--- config.mk ---
export PLATFORM = sky130hd
export DESIGN_NAME = uart_cmd_rx
export DESIGN_NICKNAME = d
export VERILOG_FILES = /design/src/rtl/uart_cmd_rx.sv
export SDC_FILE = /design/constraint.sdc
export NUM_CORES = 1
export LEC_CHECK = 0
export BUFFER_PORTS_ARGS = -buffer_cell sky130_fd_sc_hd__buf_4
export CORE_AREA = 2 2 184 186
export CTS_CLUSTER_DIAMETER = 50
export CTS_CLUSTER_SIZE = 20
export DETAILED_ROUTE_END_ITERATION = 8
export DIE_AREA = 0 0 186 188
export MAX_ROUTING_LAYER = met4
export PLACE_DENSITY = 0.55
export SLEW_MARGIN = 20
export SYNTH_ARGS = -nofsm -noshare
export SYNTH_HDL_FRONTEND = slang
export SYNTH_SLANG_ARGS = --single-unit
--- constraint.sdc ---
create_clock -name clk_100m -period 3 [get_ports clk_100m]
set_input_delay 0.6 -clock clk_100m [delete_from_list [all_inputs] [get_ports clk_100m]]
set_output_delay 0.6 -clock clk_100m [all_outputs]
set_load 0.005 [all_outputs]
--- src/rtl/uart_cmd_rx.sv ---
// UART command receiver: 8N1 byte receiver feeding a framed command parser
// (A5 | cmd | payload | xor-checksum) that drives WBL, address and IO controls.
// Ports: clk_100m/rst_n; uart_rxd serial in; rx_byte_valid/rx_byte per good byte;
//   wbl_we/wbl_chip/wbl_data, addr_we/wwl_add/rwl_add/demux_add, io_start/io_model
//   update only on accepted frames; cmd_ok/cmd_err pulse once per frame outcome.
module uart_cmd_rx #(
  parameter int CLKS_PER_BIT = 868,
  parameter int GAP_BITS     = 16
) (
  input  logic        clk_100m,
  input  logic        rst_n,
  input  logic        uart_rxd,
  output logic        rx_byte_valid,
  output logic [7:0]  rx_byte,
  output logic        wbl_we,
  output logic [3:0]  wbl_chip,
  output logic [63:0] wbl_data,
  output logic        addr_we,
  output logic [5:0]  wwl_add,
  output logic [5:0]  rwl_add,
  output logic [1:0]  demux_add,
  output logic        io_start,
  output logic [1:0]  io_model,
  output logic        cmd_ok,
  output logic        cmd_err
);
  localparam int CW        = $clog2(CLKS_PER_BIT + 1);
  localparam int HALF      = CLKS_PER_BIT / 2;
  localparam int GAP_LIMIT = GAP_BITS * CLKS_PER_BIT;
  localparam int GW        = $clog2(GAP_LIMIT + 1);

  // ---------------- input synchroniser ----------------
  logic rxd_meta, rxd_s, rxd_prev;
  always_ff @(posedge clk_100m or negedge rst_n) begin
    if (!rst_n) begin
      rxd_meta <= 1'b1;
      rxd_s    <= 1'b1;
      rxd_prev <= 1'b1;
    end else begin
      rxd_meta <= uart_rxd;
      rxd_s    <= rxd_meta;
      rxd_prev <= rxd_s;
    end
  end

  // ---------------- byte receiver ----------------
  typedef enum logic [2:0] {R_IDLE, R_START, R_DATA, R_STOP, R_WAIT} rx_state_t;
  rx_state_t rx_state, rx_next;
  logic [CW-1:0] clk_cnt;
  logic [2:0]    bit_idx;
  logic [7:0]    shreg;
  logic          bit_tick, half_tick, stop_ok, stop_bad, frame_err;

  assign bit_tick  = (clk_cnt == CW'(CLKS_PER_BIT - 1));
  assign half_tick = (clk_cnt == CW'(HALF - 1));

  always_comb begin
    rx_next  = rx_state;
    stop_ok  = 1'b0;
    stop_bad = 1'b0;
    unique case (rx_state)
      R_IDLE:  if (rxd_prev && !rxd_s) rx_next = R_START;
      // a start bit that is high again at mid-bit was only a glitch
      R_START: if (half_tick) rx_next = rxd_s ? R_IDLE : R_DATA;
      R_DATA:  if (bit_tick && bit_idx == 3'd7) rx_next = R_STOP;
      R_STOP: begin
        if (bit_tick) begin
          if (rxd_s) begin
            rx_next = R_IDLE;
            stop_ok = 1'b1;
          end else begin
            rx_next  = R_WAIT;
            stop_bad = 1'b1;
          end
        end
      end
      // framing error: rearm only once the line has returned high
      R_WAIT:  if (rxd_s) rx_next = R_IDLE;
      default: rx_next = R_IDLE;
    endcase
  end

  always_ff @(posedge clk_100m or negedge rst_n) begin
    if (!rst_n) begin
      rx_state      <= R_IDLE;
      clk_cnt       <= '0;
      bit_idx       <= 3'd0;
      shreg         <= 8'h00;
      rx_byte       <= 8'h00;
      rx_byte_valid <= 1'b0;
      frame_err     <= 1'b0;
    end else begin
      rx_state      <= rx_next;
      rx_byte_valid <= stop_ok;
      frame_err     <= stop_bad;
      if (rx_state == R_IDLE || rx_state == R_WAIT || rx_next != rx_state || bit_tick)
        clk_cnt <= '0;
      else
        clk_cnt <= clk_cnt + 1'b1;
      if (rx_state == R_DATA && bit_tick) begin
        shreg   <= {rxd_s, shreg[7:1]};
        bit_idx <= bit_idx + 3'd1;
      end
      if (stop_ok) rx_byte <= shreg;
    end
  end

  // ---------------- inter-byte timeout ----------------
  typedef enum logic [1:0] {P_IDLE, P_CMD, P_PAYLOAD, P_CHECK} p_state_t;
  p_state_t p_state, p_next;
  logic [GW-1:0] gap_cnt;
  logic          gap_hit;

  assign gap_hit = (gap_cnt == GW'(GAP_LIMIT));

  always_ff @(posedge clk_100m or negedge rst_n) begin
    if (!rst_n)
      gap_cnt <= '0;
    else if (rx_state != R_IDLE || p_state == P_IDLE || rx_byte_valid || gap_hit)
      gap_cnt <= '0;
    else
      gap_cnt <= gap_cnt + 1'b1;
  end

  // ---------------- frame parser ----------------
  logic [7:0]  cmd_q, chk_acc;
  logic [3:0]  pay_idx, pay_len, cmd_len;
  logic [71:0] pay_sr;   // shadow: newest payload byte in [7:0]
  logic        accept, reject;

  always_comb begin
    cmd_len = 4'd0;
    unique case (rx_byte)
      8'h01:   cmd_len = 4'd9;
      8'h02:   cmd_len = 4'd3;
      8'h03:   cmd_len = 4'd1;
      default: cmd_len = 4'd0;
    endcase
  end

  always_comb begin
    p_next = p_state;
    accept = 1'b0;
    reject = 1'b0;
    if (frame_err) begin
      p_next = P_IDLE;
      reject = 1'b1;
    end else if (gap_hit) begin
      p_next = P_IDLE;
      reject = 1'b1;
    end else if (rx_byte_valid) begin
      unique case (p_state)
        P_IDLE: if (rx_byte == 8'hA5) p_next = P_CMD;
        P_CMD: begin
          if (cmd_len != 4'd0) p_next = P_PAYLOAD;
          else begin
            p_next = P_IDLE;
            reject = 1'b1;
          end
        end
        P_PAYLOAD: if (pay_idx == pay_len - 4'd1) p_next = P_CHECK;
        P_CHECK: begin
          p_next = P_IDLE;
          if (rx_byte == chk_acc && !(cmd_q == 8'h01 && pay_sr[71:64] > 8'd15))
            accept = 1'b1;
          else
            reject = 1'b1;
        end
        default: p_next = P_IDLE;
      endcase
    end
  end

  always_ff @(posedge clk_100m or negedge rst_n) begin
    if (!rst_n) begin
      p_state   <= P_IDLE;
      cmd_q     <= 8'h00;
      chk_acc   <= 8'h00;
      pay_idx   <= 4'd0;
      pay_len   <= 4'd0;
      pay_sr    <= '0;
      cmd_ok    <= 1'b0;
      cmd_err   <= 1'b0;
      wbl_we    <= 1'b0;
      addr_we   <= 1'b0;
      io_start  <= 1'b0;
      wbl_chip  <= 4'd0;
      wbl_data  <= 64'd0;
      wwl_add   <= 6'd0;
      rwl_add   <= 6'd0;
      demux_add <= 2'd0;
      io_model  <= 2'd0;
    end else begin
      p_state  <= p_next;
      cmd_ok   <= accept;
      cmd_err  <= reject;
      wbl_we   <= accept && cmd_q == 8'h01;
      addr_we  <= accept && cmd_q == 8'h02;
      io_start <= accept && cmd_q == 8'h03;
      if (rx_byte_valid && p_state == P_CMD) begin
        cmd_q   <= rx_byte;
        chk_acc <= rx_byte;
        pay_idx <= 4'd0;
        pay_len <= cmd_len;
      end
      if (rx_byte_valid && p_state == P_PAYLOAD) begin
        pay_sr  <= {pay_sr[63:0], rx_byte};
        chk_acc <= chk_acc ^ rx_byte;
        pay_idx <= pay_idx + 4'd1;
      end
      if (accept) begin
        unique case (cmd_q)
          8'h01: begin
            wbl_chip <= pay_sr[67:64];
            wbl_data <= pay_sr[63:0];
          end
          8'h02: begin
            wwl_add   <= pay_sr[21:16];
            rwl_add   <= pay_sr[13:8];
            demux_add <= pay_sr[1:0];
          end
          8'h03:   io_model <= pay_sr[1:0];
          default: ;
        endcase
      end
    end
  end
endmodule

# ---- Word level (Yosys, flattened, before mapping)
# Index checks and enable logic that the tools add are counted.
dict set report word_totals {
  reg_bits 238
  input_bits 3
}
dict set report classes {
  add_sub_neg 5
  magnitude_cmp 1
  n_eq_ne 23
  mux 39
  bitwise_logic 1
  n_reduce_logical 28
}
# operator n
set ops {}
lappend ops {{equality test 8 x 2 -> 1 bit, second input constant} 4}
lappend ops {{2-to-1 mux 3 bit} 6}
lappend ops {{equality test 8 x 1 -> 1 bit, second input constant} 2}
lappend ops {{2-to-1 mux 1 bit} 16}
lappend ops {{2-to-1 mux 8 bit} 2}
lappend ops {{case mux 3 bit (5 select lines)} 1}
lappend ops {{adder 14 x 1 -> 14 bit, second input constant} 1}
lappend ops {{equality test 14 bit, second input constant} 1}
lappend ops {{2-to-1 mux 14 bit} 1}
lappend ops {{2-to-1 mux 2 bit} 7}
lappend ops {{case mux 4 bit (3 select lines)} 1}
lappend ops {{adder 10 x 1 -> 10 bit, second input constant} 1}
lappend ops {{equality test 10 bit, second input constant} 1}
lappend ops {{equality test 10 x 9 -> 1 bit, second input constant} 1}
lappend ops {{logical AND 1 bit} 10}
lappend ops {{2-to-1 mux 10 bit} 1}
lappend ops {{equality test 8 bit} 1}
lappend ops {{equality test 8 bit, second input constant} 1}
lappend ops {{greater-than comparator 8 x 4 -> 1 bit, second input constant} 1}
lappend ops {{2-to-1 mux 4 bit} 2}
lappend ops {{case mux 2 bit (4 select lines)} 1}
lappend ops {{bitwise XOR 8 bit} 1}
lappend ops {{equality test 3 x 2 -> 1 bit, second input constant} 2}
lappend ops {{equality test 3 bit, second input constant} 2}
lappend ops {{20 further kinds} 30}

# ---- Depth between registers and ports, before layout
dict set report logic_depth {
  word_depth 10
  mapped_depth 8
  mapped_depth_nobuf 7
}

# ---- Worst setup path before layout
# No wires, ideal clock.
dict set report synth_timing {
  path_type {register -> register}
  from {register gap_cnt[8]}
  to {register io_model[0]}
  setup_ns 0.125
  arrival_ns 2.128
  setup_slack_ns 0.748
  stages_incl_launch_ff 6
  period_less_slack_ns 2.252
  path_cell_list {dfrtp_1 -> or4b_4 -> o41a_4 -> or4b_1 -> nand3b_2 -> mux2_2}
}
dict set report synth_via {
  elab_chain_len 4
}
# element line
set synth_rtl {}
lappend synth_rtl {{from (decl)} 111} ;# logic [GW-1:0] gap_cnt;
lappend synth_rtl {{from (signal assigned)} 122} ;# gap_cnt <= gap_cnt + 1'b1;
lappend synth_rtl {{equality test 14 bit} 114} ;# assign gap_hit = (gap_cnt == GW'(GAP_LIMIT));
lappend synth_rtl {{2-to-1 mux 1 bit} 148} ;# end else if (gap_hit) begin
lappend synth_rtl {{2-to-1 mux 1 bit} 145} ;# if (frame_err) begin
lappend synth_rtl {{AND reduction 2 bit (no line)} -}
lappend synth_rtl {{to (signal assigned)} 222} ;# 8'h03: io_model <= pay_sr[1:0];
lappend synth_rtl {{to (decl)} 23} ;# output logic [1:0] io_model,
# Every way passes these cells.
# A chain may end at the register's enable or synchronous reset.

# ---- Final worst setup path
dict set report layout_timing {
  from {register gap_cnt[8]}
  to {register wbl_data[31]}
}
dict set report layout_via {
  elab_chain_len 4
}
# element line
set layout_rtl {}
lappend layout_rtl {{equality test 14 bit} 114}
lappend layout_rtl {{2-to-1 mux 1 bit} 148}
lappend layout_rtl {{2-to-1 mux 1 bit} 145}
lappend layout_rtl {{AND reduction 2 bit (no line)} -}
lappend layout_rtl {{to (signal assigned)} 215} ;# wbl_data <= pay_sr[63:0];
lappend layout_rtl {{to (decl)} 17} ;# output logic [63:0] wbl_data,
# Every way passes these cells.

==> impl_metrics.tcl <==
set metrics [dict create \
    outcome "finished with violations" \
    violations "negative hold slack" \
    htree_num_levels 1 \
    arrival_ps 2940 \
    io_buffers 100 \
    postLayoutSetupSlackWorst_ps 473 \
    finClkSkew_ps 15.2 \
    wl_per_cell_um 14.4 \
    route.vias.total 6226 \
    track_usage_pct 12.3 \
    die_w_um 186 \
    cts-resized-gates 0 \
    ys.warnings.count 0 \
    clk_pin_slew_ps 70 \
    grt_pass1_vias 6274 \
    firstDrtPassIters 4 \
    synth_top_area_share_pct 60.0 \
    ant_nets 0 \
    gp_congestion 0.778 \
    synthFlopType "dfrtp_1" \
    synth_area_um2 9760 \
    yosysSeqAreaShare_pct 60.8 \
    p_leak_nw 6.22 \
    antenna_found_initial 0 \
    dp_hpwl_mm 13.8 \
    hold_class "input pin to async pin" \
    final_cells 1420 \
    grt_pass1_wl_mm 33.8 \
    crit_path_start_kind "flop" \
    r2r_slack_ps 470 \
    fillers 3270 \
    drt_iter0_markers 357 \
    ir_drop_v 0.000349 \
    async_flop_share_pct 100 \
    clockRootBuffer "clkbuf_16" \
    end_kind "flop" \
    whs_ps -10.4 \
    worstPathMaxFanout 15 \
    drc 0 \
    drive_above_1_share_pct 29.8 \
    wl_mm 20.4 \
    critPathCapture "wbl_data[31]" \
    rsz0062_at_grt "no" \
    period_needed_ps 2530 \
    slew_viol_final 0 \
    ys_ff_latch 237 \
    r2r-start "gap_cnt[8]" \
    grt-ovfl-total 0 \
    maxCapViolations 0 \
    worstSetupStartpoint "gap_cnt[8]" \
    reg2reg_to "wbl_data[31]" \
    post-route-cell-area_um2 12000 \
    fin_setup_tns_ps 0 \
    dp.cells 1373 \
    dieArea_um2 35000 \
    clk_latency_ps 540 \
    core_um2 33100 \
    viasPerCell 4.38 \
    worstMarginPinSlew_ps 619 \
    core.rowCount 67 \
    hold_buffers 0 \
    period_share_pct 84.2 \
    path_class "flop to flop" \
    relSlewSlack_pct 58.8 \
    grt_max_degree 69 \
    num-nets-final 964 \
    post-place-ws_ps 453 \
    synth-edff-count 0 \
    synth_nets 856 \
    netlist-cell-type-count 48 \
    start_util_pct 29.5 \
    power.density_nw_per_um2 553 \
    reg2reg_depth 5 \
    avgSynthCellArea_um2 11.6 \
    hold_viol 7 \
    post_cts_buffers 0 \
    yosys.area.top_type "dfrtp_1" \
    cts_made_buffers 26 \
    required_ps 3420 \
    die_h_um 188 \
    place_area_um2 11100 \
    syn_inst 845 \
    pin_count 101 \
    syn_to_final_growth_pct 22.4 \
    synth_area_leaders "dfrtp_1 (60%), mux2_2 (10%), nand2_1 (9.2%), mux2_4 (3.1%), xor2_1 (1.5%)" \
    cts_max_path_buffers 3 \
    cts_tree "built" \
    cts_sinks 237 \
    diodes 0 \
    setup-violations-final 0 \
    max_freq_mhz 396 \
]
==> Yosys cell counts, types with 3 or more instances <==
library cell,n
or2_2,4
a21oi_1,22
xnor2_1,16
nand4_1,6
xor2_1,17
and2_1,3
mux2_4,20
nor2_1,31
or4_1,4
clkbuf_1,25
buf_4,5
ha_1,8
buf_2,5
o21ai_0,17
nand3_1,25
nor4_1,3
or3_1,3
buf_12,3
nor3_1,14
and3_1,3
mux2_2,89
dfstp_2,3
dfrtp_1,234
nand2_1,240
nor2b_1,5
inv_1,12
==> where the power goes <==
group	total, mW	switching (mW)	internal [mW]
Clock	3.20	1.36	1.84
Combinational	0.151	0.101	0.0496
Sequential	3.26	0.0335	3.23
==> per-layer routing <==
metal	part of all wire [%]	global-route usage [%]
met2	47	19.3
met3	3.9	1.96
met4	1.9	3.24
met5	0	-
met1	47	16.6
==> how the worst min path moves through the flow <==
stage / from / end / slack [ps] / depth (start not counted)
floorplan: rst_n / addr_we / 300 / 0
global placement: rxd_meta / rxd_s / 350 / 0
detailed placement: rxd_meta / rxd_s / 350 / 0
CTS: rst_n / clk_cnt[2] / 8 / 1
global route: rst_n / clk_cnt[2] / 30 / 1
finish: rst_n / clk_cnt[2] / -10 / 1
==> layout make-up <==
class                   count  area (um^2)  share of cell area (%)
multi-input cells         556         3570                    29.9
clock inverters            18          203                    1.70
well taps                 448          561                    4.69
inverters                  12         45.0                   0.377
flip-flops and latches    237         5930                    49.6
clock buffers              29          672                    5.62
repair buffers            120          971                    8.12
==> flip-flops by register name, summed over array words and instances, names as in the netlist, 2 cells and up <==
| name | flops |
|---|---|
| bit_idx | 3 |
| chk_acc | 8 |
| clk_cnt | 10 |
| cmd_q | 8 |
| demux_add | 2 |
| gap_cnt | 14 |
| io_model | 2 |
| p_state | 2 |
| pay_idx | 4 |
| pay_len | 3 |
| pay_sr | 72 |
| rwl_add | 6 |
| rx_byte | 8 |
| rx_state | 3 |
| shreg | 8 |
| wbl_chip | 4 |
| wbl_data | 64 |
| wwl_add | 6 |
==> stage by stage <==
step | power (mW) | utilization [%]
after floorplan | 3.38 | -
after CTS | 6.72 | 36.1
after global placement | 3.48 | 33.5
final | 6.61 | 36.1
after global routing | 6.89 | 36.1
after detailed placement | 3.48 | 33.5
==> cell usage in the layout (no fill, tap or decap), types with 2 or more instances in the layout <==
cell,synthesis,routed
dfrtp_1,234,234
clkbuf_1,25,2
clkinv_2,0,2
o21ai_0,17,17
dfstp_2,3,3
clkinvlp_4,0,2
bufinv_16,0,2
mux2_2,89,89
inv_6,0,6
nand3_1,25,25
o31ai_1,2,2
nor2b_1,5,5
inv_8,0,2
inv_1,12,12
a311oi_1,2,2
nor2_1,31,30
o21bai_1,2,2
mux2_4,20,20
nor3_1,14,14
nand4_1,6,6
buf_12,3,5
nor4_1,3,3
or4_1,4,4
o41ai_1,2,2
buf_4,5,114
and2_1,3,3
xnor2_1,16,16
a21oi_1,22,22
ha_1,8,8
xor2_1,17,17
or3_1,3,3
and3_1,3,3
clkbuf_16,0,26
and3b_1,2,2
or2_2,4,4
nand2_1,240,240
clkinv_4,0,3
==> logic make-up (layout without fill, tap and decap cells) <==
family | count (synthesis) | in the layout | synth area share (%)
multiplexers | 109 | 109 | 13.3
flip-flops | 237 | 237 | 60.8
buffers and inverters | 52 | 179 | 2.76
XOR/XNOR | 33 | 33 | 2.96
adder cells (fa/ha/maj) | 8 | 8 | 1.03
AND/OR/NAND/NOR | 356 | 356 | 16.1
AO/OA/AOI/OAI | 50 | 50 | 3.05
==> critical path: stages, from the launching register on <==
cell	delay, ps
dfrtp_1	430
or4b_4	560
o41a_4	520
nand4_4	280
buf_4	280
mux2_2	350
(Power assumes the default switching activity.)
